`config.mk`:
```
export PLATFORM = sky130hd
export DESIGN_NAME = branch_predict_flush_unit
export DESIGN_NICKNAME = d
export VERILOG_FILES = /design/src/rtl/branch_predict_flush_unit.sv
export SDC_FILE = /design/constraint.sdc
export NUM_CORES = 1
export LEC_CHECK = 0
export CORE_MARGIN = 1
export CORE_UTILIZATION = 35
export CTS_CLUSTER_SIZE = 30
export DETAILED_ROUTE_END_ITERATION = 10
export DONT_BUFFER_PORTS = 1
export PLACE_DENSITY = 0.52
export SYNTH_ARGS = -nofsm -noshare
export SYNTH_HDL_FRONTEND = slang
export SYNTH_SLANG_ARGS = --single-unit
```
`constraint.sdc`:
```
create_clock -name clk -period 5.9 [get_ports clk]
set_input_delay 0.59 -clock clk [delete_from_list [all_inputs] [get_ports clk]]
set_output_delay 0.59 -clock clk [all_outputs]
set_load 0.02 [all_outputs]
```
`src/rtl/branch_predict_flush_unit.sv`:
```
// Control-hazard unit: counter-table branch predictor plus flush / PC-select generation.
// Latency: lookup, flush and pcsel are combinational (same cycle); table and stat update on the clock edge.
// Backpressure: stall freezes the table update and stat counter only; flush/pcsel still assert under stall.
//
// Ports:
//   clk, reset           rising-edge clock, synchronous active-high reset
//   id_branch, id_jump   conditional branch / unconditional jump valid in ID
//   id_pc                PC of the ID instruction (table lookup)
//   ex_branch, ex_pc     conditional branch resolving in EX and its PC (table update)
//   ex_taken             resolved outcome of the EX branch
//   ex_predicted         prediction that travelled down the pipe with the EX branch
//   stall                pipeline stall
//   predict_taken        prediction for the ID branch
//   ifidflush, idexflush, exmemflush   per-register flush strobes
//   pcsel                00 PC+4, 01 ID target, 10 EX target, 11 ex_pc+4
//   mispredict_count     saturating misprediction counter
module branch_predict_flush_unit #(
  parameter int PC_WIDTH   = 32,
  parameter int INDEX_BITS = 4,
  parameter int CNT_BITS   = 2,
  parameter int DYNAMIC    = 1,
  parameter int STAT_WIDTH = 16
) (
  input  logic                  clk,
  input  logic                  reset,
  input  logic                  id_branch,
  input  logic                  id_jump,
  input  logic [PC_WIDTH-1:0]   id_pc,
  input  logic                  ex_branch,
  input  logic [PC_WIDTH-1:0]   ex_pc,
  input  logic                  ex_taken,
  input  logic                  ex_predicted,
  input  logic                  stall,
  output logic                  predict_taken,
  output logic                  ifidflush,
  output logic                  idexflush,
  output logic                  exmemflush,
  output logic [1:0]            pcsel,
  output logic [STAT_WIDTH-1:0] mispredict_count
);

  localparam int                  ENTRIES  = 1 << INDEX_BITS;
  localparam logic [CNT_BITS-1:0] CNT_MAX  = '1;
  // Weakly-not-taken: just below the MSB threshold.
  localparam logic [CNT_BITS-1:0] CNT_WNT  = CNT_BITS'((1 << (CNT_BITS - 1)) - 1);
  localparam logic [STAT_WIDTH-1:0] STAT_MAX = '1;
  localparam logic                DYN_EN   = (DYNAMIC != 0);

  localparam logic [1:0] PCSEL_SEQ    = 2'b00;
  localparam logic [1:0] PCSEL_ID     = 2'b01;
  localparam logic [1:0] PCSEL_EX_TGT = 2'b10;
  localparam logic [1:0] PCSEL_EX_SEQ = 2'b11;

  logic [CNT_BITS-1:0]   ctr_tbl [ENTRIES];
  logic [INDEX_BITS-1:0] id_idx;
  logic [INDEX_BITS-1:0] ex_idx;
  logic [CNT_BITS-1:0]   ex_ctr;
  logic [CNT_BITS-1:0]   ex_ctr_next;
  logic                  mispredict;

  // Only the word-index bits of the PCs select a counter; the rest are ignored
  // (aliasing PCs share an entry, there is no tag).
  logic unused_pc_bits;
  assign unused_pc_bits = ^{id_pc, ex_pc};

  assign id_idx = id_pc[INDEX_BITS+1:2];
  assign ex_idx = ex_pc[INDEX_BITS+1:2];
  assign ex_ctr = ctr_tbl[ex_idx];

  // Lookup reads the registered table, so a same-cycle update to the same
  // entry is not visible until the following cycle.
  assign predict_taken = id_branch & DYN_EN & ctr_tbl[id_idx][CNT_BITS-1];

  assign mispredict = ex_branch & (ex_taken ^ ex_predicted);

  // Saturating step of the counter being trained.
  always_comb begin
    ex_ctr_next = ex_ctr;
    if (ex_taken) begin
      if (ex_ctr != CNT_MAX) ex_ctr_next = ex_ctr + CNT_BITS'(1);
    end else begin
      if (ex_ctr != '0) ex_ctr_next = ex_ctr - CNT_BITS'(1);
    end
  end

  // Fixed-priority event resolution: an EX mispredict squashes everything
  // younger, so any ID redirect in the same cycle is wrong-path and ignored.
  always_comb begin
    ifidflush  = 1'b0;
    idexflush  = 1'b0;
    exmemflush = 1'b0;
    pcsel      = PCSEL_SEQ;
    if (!reset) begin
      if (mispredict) begin
        ifidflush  = 1'b1;
        idexflush  = 1'b1;
        exmemflush = 1'b1;
        pcsel      = ex_taken ? PCSEL_EX_TGT : PCSEL_EX_SEQ;
      end else if (id_jump || predict_taken) begin
        ifidflush  = 1'b1;
        pcsel      = PCSEL_ID;
      end
    end
  end

  always_ff @(posedge clk) begin
    if (reset) begin
      for (int i = 0; i < ENTRIES; i++) begin
        ctr_tbl[i] <= CNT_WNT;
      end
      mispredict_count <= '0;
    end else begin
      // The table trains even when DYNAMIC is 0 so it is warm if re-enabled.
      if (ex_branch && !stall) begin
        ctr_tbl[ex_idx] <= ex_ctr_next;
      end
      if (mispredict && !stall && (mispredict_count != STAT_MAX)) begin
        mispredict_count <= mispredict_count + STAT_WIDTH'(1);
      end
    end
  end

endmodule

```
==> flow_summary.json <==
{
  "power_mw": 0.6659,
  "root_buffer": "clkbuf_8",
  "grt_pass1_vias": 1689,
  "ctsResizeCount": 0,
  "die_w_microns": 89.37,
  "areaGrowthSynthToFinish_pct": 5.293,
  "r2r-end": "mispredict_count[14]",
  "layout_min_cycle_time_ns": 2.974,
  "ys.warnings.count": 0,
  "leakage_nw": 0.8999,
  "ant_nets": 0,
  "peakVddDrop_v": 0.0001005,
  "crit_path_end_kind": "primary output",
  "vias": 1787,
  "drive_gt1_share_pct": 13.98,
  "yosysSeqAreaShare_pct": 47.96,
  "synth.distinct_cells": 39,
  "dr.pass1.iters": 4,
  "clk_latency_ns": 0.31,
  "hold_depth": 1,
  "finalSetupViolCount": 0,
  "setup_tns_ns": 0,
  "gp_congestion": 0.7434,
  "critical_path_peak_fanout": 2,
  "cap_violations": 0,
  "powerDensity_nw_per_um2": 236.7,
  "grt_overflow": 0,
  "grt_usage_pct": 16.25,
  "clockBufferDepth": 2,
  "drc_errors": 0,
  "clk_pin_slew_ns": 0.10,
  "synth_area_leaders": "edfxtp_1, dfxtp_1, mux4_2",
  "syn_nets": 319,
  "grt_max_degree": 37,
  "hp-class": "in -> reg",
  "slew_viol_final": 0,
  "start_util_pct": 36.44,
  "worstPathArrival_ns": 2.38,
  "cts_inserted_buffers": 5,
  "cp-startpoint": "ctr_tbl[1][1]",
  "crit_end": "pcsel[0]",
  "critical_path_required_ns": 5.31,
  "synth-async-reset-ratio_pct": 0,
  "dpl-instance-area_sq_um": 2703,
  "hold_buffers": 0,
  "cts.sinks": 48,
  "core_sq_um": 7331,
  "die_area_sq_um": 7986,
  "post_cts_buffers": 0,
  "final_nets": 308,
  "wl_microns": 5909,
  "num_rows": 31,
  "design_area_sq_um": 2813,
  "r2r_cells": 6,
  "min_period_over_period_pct": 50.40,
  "htreeDepth": 2,
  "ys.flop_type": "edfxtp_1",
  "r2r-start": "mispredict_count[0]",
  "postSynthCellCount": 246,
  "antenna_found_initial": 0,
  "synth-edff-count": 32,
  "cp-start-kind": "register",
  "rrSetupSlack_ns": 3.55,
  "rsz0062_at_grt": "false",
  "worst_pin_slew_ns": 1.122,
  "dr.first_iter.drc_count": 82,
  "syn_area_sq_um": 2671,
  "wl_per_cell_microns": 17.64,
  "cts_tree": "yes",
  "hpwl_microns": 4122,
  "hold_violations": 0,
  "syn_avg_cell_area_sq_um": 10.86,
  "ios": 94,
  "critical_path_class": "reg -> out",
  "hold_start": "reset",
  "skew_ns": 0.01542,
  "relSlewSlack_pct": 24.52,
  "vias_per_cell": 5.334,
  "max_freq_ghz": 0.3363,
  "synth_top_cell_area_share_pct": 35.97,
  "grt_pass1_wl_microns": 9335,
  "yosysTopAreaCell": "edfxtp_1",
  "die_y_microns": 89.37,
  "n_antenna_cell": 0,
  "outcome": "completed",
  "place.port_buffers": 0,
  "synth_common_cells": "edfxtp_1, nor2_1, nand2_1",
  "synth_seq_cells": 48
}
-- state kept, by name, summed over array words and instances, names as in the netlist --
| signal | flops |
|---|---|
| ctr_tbl | 32 |
| mispredict_count | 16 |
-- kinds of logic after synthesis --
logic type | share of synthesized area [%]
fa+ha+maj | 1.311
simple gates | 24.68
compound gates | 4.262
xor+xnor | 4.918
mux | 12.65
buf+inv | 4.215
flops | 47.96
-- through the flow --
step	worst slack [ns]	hold WS, ns	utilization, %	std cells
global placement	3.046	0.6388	36.87	327
global route	2.828	0.3248	38.37	335
floorplan	3.203	0.6119	-	246
finish	2.926	0.3403	38.37	335
CTS	2.914	0.3331	38.37	335
detailed placement	3.043	0.6524	36.87	327
-- worst min-delay path by stage --
stage	end	slack, ns
global route	mispredict_count[11]	0.32
finish	mispredict_count[10]	0.34
CTS	mispredict_count[9]	0.33
global placement	mispredict_count[11]	0.64
detailed placement	mispredict_count[11]	0.65
floorplan	mispredict_count[11]	0.61
-- worst max-delay path, stage by stage, from the launching register on --
cell and delay, ns:
edfxtp_1 0.41, mux4_1 0.56, mux4_2 0.51, and2_4 0.22, a211oi_2 0.22, a311oi_1 0.15
-- final cells by class --
| class | count | area [sq um] |
|---|---|---|
| clock inverters | 3 | 41.29 |
| well taps | 99 | 123.9 |
| flip-flops and latches | 48 | 1281 |
| clock buffers | 5 | 68.82 |
| inverters | 4 | 15.01 |
| multi-input cells | 176 | 1282 |
| fillers | 728 | 4518 |
-- metal layers --
layer  part of all wire (%)  track usage, %  vias up
li1                       -               -      872
met1                     47           21.77      872
met2                     47           25.75       37
met3                    5.2           4.432        6
met4                    1.2           4.906        0
met5                      0               0        -
-- power by group --
| group | switching (mW) | internal, mW | leakage [nW] |
|---|---|---|---|
| clock network | 0.117 | 0.126 | 0.0585 |
| logic | 0.0335 | 0.0230 | 0.435 |
| registers | 0.00410 | 0.363 | 0.406 |
| total | 0.154 | 0.512 | 0.900 |
-- cells in the final DEF (no fill, tap or decap) --
master     instances
bufinv_16          1
nor2_1            32
mux4_1             4
edfxtp_1          32
dfxtp_1           16
inv_4              1
nor2b_1            4
ha_1               1
nor3_2             3
o21ai_0            2
a21o_1             2
nand4_1            5
nor4_1             1
xor2_1            10
nand3_1           16
nor3_1             7
a211oi_2           1
and4bb_2           1
nor4b_1            2
mux4_2             9
nor3b_1            1
and3_1             5
nand2_1           23
and2_1             2
maj3_2             2
or2_2              8
o2111ai_1          2
xnor2_1            5
a311oi_1           1
o211ai_1           5
and4_1             4
clkbuf_8           5
and2_4             1
o21ai_1            1
inv_1              4
clkinv_2           1
a22oi_1            1
nand2b_1          12
mux2i_1            3
Power figures use the tool's default switching activity.
